===== src/rtl/perf_counter_bank_if.sv =====
// rtl/perf_counter_bank_if.sv - shadow read bus between a requester and the counter bank
interface perf_counter_bank_if #(
  parameter int CNT_W = 32
) ();
  logic             rd_req_i;
  logic [4:0]       rd_sel_i;
  logic             rd_valid_o;
  logic [CNT_W-1:0] rd_data_o;
  logic             rd_err_o;

  modport master (
    output rd_req_i, rd_sel_i,
    input  rd_valid_o, rd_data_o, rd_err_o
  );

  modport slave (
    input  rd_req_i, rd_sel_i,
    output rd_valid_o, rd_data_o, rd_err_o
  );
endinterface


===== src/rtl/perf_counter_bank.sv =====
// rtl/perf_counter_bank.sv - event/cycle performance counters with shadow snapshot and read port
module perf_counter_bank #(
  parameter int N_EVT = 4,
  parameter int CNT_W = 32,
  parameter int SAT   = 0
) (
  input  logic               clk_i,
  input  logic               rst_n_i,
  input  logic               start_i,
  input  logic               clear_i,
  input  logic [N_EVT-1:0]   evt_i,
  input  logic [CNT_W-1:0]   limit_i,
  input  logic               snap_i,
  perf_counter_bank_if.slave rd,
  output logic [N_EVT:0]     ovf_o,
  output logic               done_o,
  output logic               busy_o
);

  // Slot N_EVT of every counter array is the cycle counter; it counts like an
  // event channel whose strobe is always high.
  localparam int NC = N_EVT + 1;

  typedef enum logic [1:0] {IDLE, RUN, DONE} state_t;

  state_t           state_q, state_d;
  logic [CNT_W-1:0] cnt_q    [NC];
  logic [CNT_W-1:0] cnt_inc  [NC];
  logic [CNT_W-1:0] shadow_q [NC];
  logic [NC-1:0]    inc_en;
  logic             counting;
  logic             limit_hit;
  logic [CNT_W-1:0] rd_mux;
  logic             rd_oor;

  // Per-counter increment value (wrap or saturate) and the auto-stop condition
  always_comb begin
    counting = (state_q == RUN) && start_i;
    inc_en   = {1'b1, evt_i} & {NC{counting}};
    for (int i = 0; i < NC; i++) begin
      if (&cnt_q[i]) cnt_inc[i] = (SAT != 0) ? cnt_q[i] : '0;
      else           cnt_inc[i] = cnt_q[i] + CNT_W'(1);
    end
    limit_hit = inc_en[N_EVT] && (limit_i != '0) && (cnt_inc[N_EVT] == limit_i);
  end

  // Next state: clear dominates, DONE is only left through clear or reset
  always_comb begin
    state_d = state_q;
    if (clear_i) begin
      state_d = IDLE;
    end else begin
      case (state_q)
        IDLE:    if (start_i) state_d = RUN;
        RUN:     if (limit_hit) state_d = DONE;
        default: state_d = state_q;
      endcase
    end
  end

  // State register
  always_ff @(posedge clk_i or negedge rst_n_i) begin
    if (!rst_n_i) state_q <= IDLE;
    else          state_q <= state_d;
  end

  // Live counters and sticky overflow flags
  always_ff @(posedge clk_i or negedge rst_n_i) begin
    if (!rst_n_i) begin
      for (int i = 0; i < NC; i++) cnt_q[i] <= '0;
      ovf_o <= '0;
    end else if (clear_i) begin
      for (int i = 0; i < NC; i++) cnt_q[i] <= '0;
      ovf_o <= '0;
    end else begin
      for (int i = 0; i < NC; i++) begin
        if (inc_en[i]) begin
          cnt_q[i] <= cnt_inc[i];
          if (&cnt_q[i]) ovf_o[i] <= 1'b1;
        end
      end
    end
  end

  // Shadow snapshot takes the pre-update live values, independent of clear
  always_ff @(posedge clk_i or negedge rst_n_i) begin
    if (!rst_n_i) begin
      for (int i = 0; i < NC; i++) shadow_q[i] <= '0;
    end else if (snap_i) begin
      for (int i = 0; i < NC; i++) shadow_q[i] <= cnt_q[i];
    end
  end

  // Shadow select mux; out-of-range selects read as zero
  always_comb begin
    rd_oor = int'(rd.rd_sel_i) > N_EVT;
    rd_mux = '0;
    for (int i = 0; i < NC; i++) begin
      if (rd.rd_sel_i == 5'(i)) rd_mux = shadow_q[i];
    end
  end

  // One-cycle read response; all response fields are zero when idle
  always_ff @(posedge clk_i or negedge rst_n_i) begin
    if (!rst_n_i) begin
      rd.rd_valid_o <= 1'b0;
      rd.rd_data_o  <= '0;
      rd.rd_err_o   <= 1'b0;
    end else begin
      rd.rd_valid_o <= rd.rd_req_i;
      rd.rd_data_o  <= (rd.rd_req_i && !rd_oor) ? rd_mux : '0;
      rd.rd_err_o   <= rd.rd_req_i && rd_oor;
    end
  end

  assign busy_o = (state_q == RUN);
  assign done_o = (state_q == DONE);

endmodule


===== src/flat_wrapper.sv =====
// flat-port wrapper written by rule: the top's interface ports become plain ports
module perf_counter_bank_flat 
#(
  parameter int N_EVT = 4,
  parameter int CNT_W = 32,
  parameter int SAT   = 0
)
  (clk_i, rst_n_i, start_i, clear_i, evt_i, limit_i, snap_i, ovf_o, done_o, busy_o, rd_rd_req_i, rd_rd_sel_i, rd_rd_valid_o, rd_rd_data_o, rd_rd_err_o);
  perf_counter_bank_if #(.CNT_W(CNT_W)) rd_i ();
  input  logic clk_i;
  input  logic rst_n_i;
  input  logic start_i;
  input  logic clear_i;
  input  logic [N_EVT-1:0] evt_i;
  input  logic [CNT_W-1:0] limit_i;
  input  logic snap_i;
  output logic [N_EVT:0] ovf_o;
  output logic done_o;
  output logic busy_o;
  input wire logic [$bits(rd_i.rd_req_i)-1:0] rd_rd_req_i;
  input wire logic [$bits(rd_i.rd_sel_i)-1:0] rd_rd_sel_i;
  output wire logic [$bits(rd_i.rd_valid_o)-1:0] rd_rd_valid_o;
  output wire logic [$bits(rd_i.rd_data_o)-1:0] rd_rd_data_o;
  output wire logic [$bits(rd_i.rd_err_o)-1:0] rd_rd_err_o;
  assign rd_i.rd_req_i = rd_rd_req_i;
  assign rd_i.rd_sel_i = rd_rd_sel_i;
  assign rd_rd_valid_o = rd_i.rd_valid_o;
  assign rd_rd_data_o = rd_i.rd_data_o;
  assign rd_rd_err_o = rd_i.rd_err_o;
  perf_counter_bank #(.N_EVT(N_EVT), .CNT_W(CNT_W), .SAT(SAT)) u_core (.clk_i(clk_i), .rst_n_i(rst_n_i), .start_i(start_i), .clear_i(clear_i), .evt_i(evt_i), .limit_i(limit_i), .snap_i(snap_i), .rd(rd_i), .ovf_o(ovf_o), .done_o(done_o), .busy_o(busy_o));
endmodule

===== config.mk =====
export PLATFORM = sky130hd
export DESIGN_NAME = perf_counter_bank_flat
export DESIGN_NICKNAME = d
export VERILOG_FILES = /design/src/rtl/perf_counter_bank_if.sv /design/src/rtl/perf_counter_bank.sv /design/src/flat_wrapper.sv
export SDC_FILE = /design/constraint.sdc
export NUM_CORES = 1
export LEC_CHECK = 0
export ABC_AREA = 1
export CAP_MARGIN = 0
export CORE_ASPECT_RATIO = 1.25
export CORE_MARGIN = 2
export CORE_UTILIZATION = 50
export CTS_CLUSTER_DIAMETER = 100
export DETAILED_ROUTE_END_ITERATION = 8
export PLACE_DENSITY = 0.72
export SETUP_SLACK_MARGIN = 0.15
export SYNTH_ARGS = -nofsm -noshare
export SYNTH_HDL_FRONTEND = slang
export SYNTH_SLANG_ARGS = --single-unit

===== constraint.sdc =====
create_clock -name clk_i -period 1.91 [get_ports clk_i]
set_input_delay 0.191 -clock clk_i [delete_from_list [all_inputs] [get_ports clk_i]]
set_output_delay 0.191 -clock clk_i [all_outputs]
set_load 0.03 [all_outputs]

==> impl_metrics.yaml <==
floorplan:
  fp.dieArea_mm2: 0.0374
  top_level_ports: 88
  core_area_mm2: 0.0354
  floorplan.die.width_um: 173
  row_count: 77
  initial_utilization_pct: 50.7
  die_span_in_y_um: 216
place:
  post-dp-hpwl_um: 44600
  buffer_ports.inserted: 87
  gp_congestion: 0.974
status:
  status: "complete, but fails checks"
  violations: "negative setup slack"
cts:
  clkTransAtPathRegs_ps: 60
  clk-insertion-delay-late_ps: 550
  cts_root_buf: "sky130_fd_sc_hd__clkbuf_16"
  cts_tree: "done"
  htree_num_levels: 2
  numCtsBuffers: 38
  clkSinkCount: 361
  ctsLongestPathBuffers: 3
routing:
  ant_nets: 0
  dr.pass1.iters: 5
  detail_route.vias_per_cell: 5.65
  detail_route.wirelength_um: 67400
  remaining_drc_errors: 0
  overall_via_count_from_detail_route: 18600
  1st_iter_drt_viols: 1799
  wl_per_cell_um: 20.4
logic_synthesis:
  post_synthesis_instance_area_mm2: 0.0179
  synth_fp_nets: 2288
  yosys.area.top_type_share_pct: 50.4
  synth_sequential_area_ratio_pct: 50.4
  synth-seq-cells: 361
  synth.lib_cells_used.distinct: 56
  synth_top_cell_by_area: "sky130_fd_sc_hd__dfrtp_1"
  dominant_cells_by_area_after_synthesis: "sky130_fd_sc_hd__dfrtp_1, sky130_fd_sc_hd__nand2_1, sky130_fd_sc_hd__inv_1"
  postSynthCellCount: 2236
  number_of_flops_mapped_to_enable_cells_by_yosys: 0
  postSynthAreaPerCell_um2: 8.01
  dominantRegCellSynth: "sky130_fd_sc_hd__dfrtp_1"
  yosys_warnings: 0
  synthArstFlopShare_pct: 100
sta:
  worst-slew-pin-transition_ps: 665
  hold_violations: 0
  slew-limit-headroom_pct: 55.2
  unrepaired_setup_endpoints_after_global_routing: "yes"
  min_period_over_period_pct: 122
  timing.clock.skew_ps: 14.7
  crit_path_time_final_ps: 2320
  hold_slack_ps: 165
  final_max_slew_viol_count: 0
  fmax_mhz: 430
  fin_ws_ps: -413
  setup_violating_endpoint_count_in_the_final_report: 127
setup_path:
  critical_path_peak_fanout: 7
  stage_delay_of_the_slowest_cell_on_the_critical_path_ps: 400
  critical_path.most_common_cell: "sky130_fd_sc_hd__buf_6"
  number_of_cells_on_the_worst_reg_to_reg_path: 14
  start_kind: "flip-flop"
  rrSetupSlack_ps: -410
  setup.worst_path.class: "flip-flop to flip-flop"
  cell_with_the_largest_stage_delay_on_the_worst_path: "sky130_fd_sc_hd__dfrtp_1"
  path_cells: "ha_2, and3_4, nand2_4, nor3_4, buf_4, buf_6, nand3_2, inv_2, a21oi_4, nor2_4, buf_6, buf_6, buf_16, a21oi_2"
  cp_data_arrival_time_ps: 2750
  crit_required_ps: 2340
  reg_to_reg_end: "u_core.cnt_q[46]$_DFFE_PN0P_"
  cp-end-kind: "flip-flop"
  reg2reg_from: "u_core.cnt_q[33]$_DFFE_PN0P_"
global_routing:
  first_pass_grt_wire_length_um: 99000
  grt_pass1_vias: 18800
  grt_start_max_net_pins: 88
  overflow: 0
  grt_util_all_layers_pct: 33.8
  antenna_found_initial: 1
min_path:
  min-delay-path-class: "input port to async pin"
pwr:
  totalPowerFinal_mw: 16.8
  power.ir.vdd_worst_uv: 580
  total_leakage_power_nw: 11.9
  power-per-cell-area_mw_per_mm2: 630
run:
  cap_violations: 0
layout:
  antenna-diode-count: 0
  drive_gt1_share_pct: 34.5
  nNetsFinal: 2848
  flow.area_growth_from_synthesis_pct: 48.5
[cell type report]
type / count / area [um2]
clock buffer: 50 / 1080
timing repair inverter: 2 / 22.5
sequential: 361 / 9040
timing repair buffer: 601 / 5390
inverter: 330 / 1280
tap: 474 / 593
fill: 2353 / 8760
clock inverter: 17 / 101
multi-input combinational: 1462 / 9090
[cells by family (layout without fill, tap and decap cells)]
| group | Yosys count | count (layout) | share of synthesized area (%) |
|---|---|---|---|
| xor gates and xnor gates | 50 | 50 | 2.52 |
| buffers and inverters | 413 | 1000 | 8.93 |
| muxes | 3 | 3 | 0.182 |
| DFF | 361 | 361 | 50.4 |
| AOI/OAI and AO/OA | 417 | 417 | 13.5 |
| and+or+nand+nor | 987 | 987 | 24.1 |
| adders and majority gates | 5 | 5 | 0.349 |
[flip-flops by register name, indices dropped and copies added (netlist names)]
| name | count |
|---|---|
| u_core.cnt_q | 160 |
| u_core.rd.rd_valid_o | 1 |
| u_core.state_q | 2 |
| u_core.rd.rd_data_o | 32 |
| u_core.rd.rd_err_o | 1 |
| u_core.shadow_q | 160 |
| u_core.ovf_o | 5 |
[how the worst max path moves through the flow]
stage | cells past startpoint | slack, ps | endpoint | start
2_1_floorplan | 17 | -2 | u_core.state_q[0]$_DFFE_PN0P_ | u_core.cnt_q[1]$_DFFE_PN0P_
3_3_place_gp | 13 | -670 | u_core.rd.rd_data_o[7]$_DFF_PN0_ | rd_rd_sel_i[4]
3_5_place_dp | 13 | -590 | u_core.rd.rd_data_o[7]$_DFF_PN0_ | rd_rd_sel_i[4]
4_1_cts | 17 | -260 | u_core.state_q[0]$_DFFE_PN0P_ | u_core.cnt_q[0]$_DFFE_PN0P_
5_1_grt | 13 | -530 | u_core.cnt_q[94]$_DFFE_PN0P_ | u_core.cnt_q[65]$_DFFE_PN0P_
6_report | 14 | -410 | u_core.cnt_q[46]$_DFFE_PN0P_ | u_core.cnt_q[33]$_DFFE_PN0P_
[metrics by stage]
| step | setup TNS [ps] | instances | setup WS, ps | cell area [um2] | util (%) |
|---|---|---|---|---|---|
| 2_1_floorplan | -2.44 | 2236 | -2.44 | 18100 | - |
| 3_3_place_gp | -35010 | 3120 | -675 | 22500 | 63.6 |
| 3_5_place_dp | -41740 | 3120 | -586 | 22500 | 63.6 |
| 4_1_cts | -13230 | 3261 | -259 | 25200 | 71.4 |
| 5_1_grt | -38880 | 3297 | -527 | 26600 | 75.2 |
| 6_report | -26220 | 3297 | -413 | 26600 | 75.2 |
[placed cells by master, fill, tap and decap left out, types with 14 or more instances in the layout]
cell and n:
sky130_fd_sc_hd__a21oi_1 69, sky130_fd_sc_hd__a21oi_2 20, sky130_fd_sc_hd__buf_12 27, sky130_fd_sc_hd__buf_4 415, sky130_fd_sc_hd__buf_6 64, sky130_fd_sc_hd__clkbuf_16 41
sky130_fd_sc_hd__clkdlybuf4s50_1 53, sky130_fd_sc_hd__dfrtp_1 359, sky130_fd_sc_hd__dlygate4sd2_1 20, sky130_fd_sc_hd__inv_1 303, sky130_fd_sc_hd__inv_2 18, sky130_fd_sc_hd__nand2_1 381
sky130_fd_sc_hd__nand2_2 48, sky130_fd_sc_hd__nand2_4 20, sky130_fd_sc_hd__nand3_1 53, sky130_fd_sc_hd__nand3_2 29, sky130_fd_sc_hd__nand4_1 41, sky130_fd_sc_hd__nor2_1 194
sky130_fd_sc_hd__nor2_2 60, sky130_fd_sc_hd__nor2_4 47, sky130_fd_sc_hd__nor3_1 28, sky130_fd_sc_hd__nor3_2 32, sky130_fd_sc_hd__o21ai_0 138, sky130_fd_sc_hd__o21ai_1 17
sky130_fd_sc_hd__o21ai_2 14, sky130_fd_sc_hd__o221ai_1 18, sky130_fd_sc_hd__o22ai_1 69, sky130_fd_sc_hd__o22ai_2 15, sky130_fd_sc_hd__xnor2_1 16, sky130_fd_sc_hd__xor2_1 26
[power breakdown]
| part | internal [mW] | switching (mW) | total [mW] |
|---|---|---|---|
| Clock | 3.99 | 3.21 | 7.20 |
| Combinational | 0.696 | 0.979 | 1.67 |
| Sequential | 7.79 | 0.0974 | 7.88 |
[synthesized netlist by cell type, types with 4 or more instances]
cell type                   number
sky130_fd_sc_hd__dfrtp_1       361
sky130_fd_sc_hd__nor4_1         12
sky130_fd_sc_hd__o21ai_1         6
sky130_fd_sc_hd__nand2_2        13
sky130_fd_sc_hd__nand3_1        89
sky130_fd_sc_hd__nor2_4          7
sky130_fd_sc_hd__clkbuf_1       64
sky130_fd_sc_hd__inv_1         319
sky130_fd_sc_hd__o22ai_1        85
sky130_fd_sc_hd__a211oi_1       18
sky130_fd_sc_hd__nor2_2         15
sky130_fd_sc_hd__xnor2_1        16
sky130_fd_sc_hd__xor2_1         33
sky130_fd_sc_hd__o221ai_1       18
sky130_fd_sc_hd__nor2_1        279
sky130_fd_sc_hd__nand3b_1        6
sky130_fd_sc_hd__a31oi_1         6
sky130_fd_sc_hd__a2111oi_0      13
sky130_fd_sc_hd__inv_2           8
sky130_fd_sc_hd__nand2_1       435
sky130_fd_sc_hd__ha_1            5
sky130_fd_sc_hd__buf_2           9
sky130_fd_sc_hd__a21oi_1        89
sky130_fd_sc_hd__o21ai_0       168
sky130_fd_sc_hd__nor3_1         69
sky130_fd_sc_hd__buf_6           4
sky130_fd_sc_hd__nand4_1        41
[worst max-delay path: cells and delay by family (launching register included)]
family | cells | cell delay, ps
AO/OA/AOI/OAI | 2 | 130
AND/OR/NAND/NOR | 5 | 730
adder cells (fa/ha/maj) | 1 | 210
flip-flops | 1 | 400
buffers and inverters | 6 | 730
[metal layers]
layer | global-route usage [%] | wire length (um) | vias to the layer above
met5 | 0 | 9 | -
met1 | 40.6 | 25000 | 9004
met2 | 56.4 | 32400 | 867
met4 | 23.6 | 5830 | 2
li1 | - | - | 8441
met3 | 4.60 | 4140 | 314
[timing repair]
| action | CTS | global route |
|---|---|---|
| endpoints found under the setup margin | 173 | 188 |
| cloned | 5 | 2 |
| endpoints found under the hold margin | 46 | 0 |
| setup buffers | 68 | 34 |
| hold buffers | 1 | 0 |
| pin swaps | 81 | 105 |
| gates resized for setup | 295 | 264 |
Note: power is estimated with default switching activity, not from simulation.
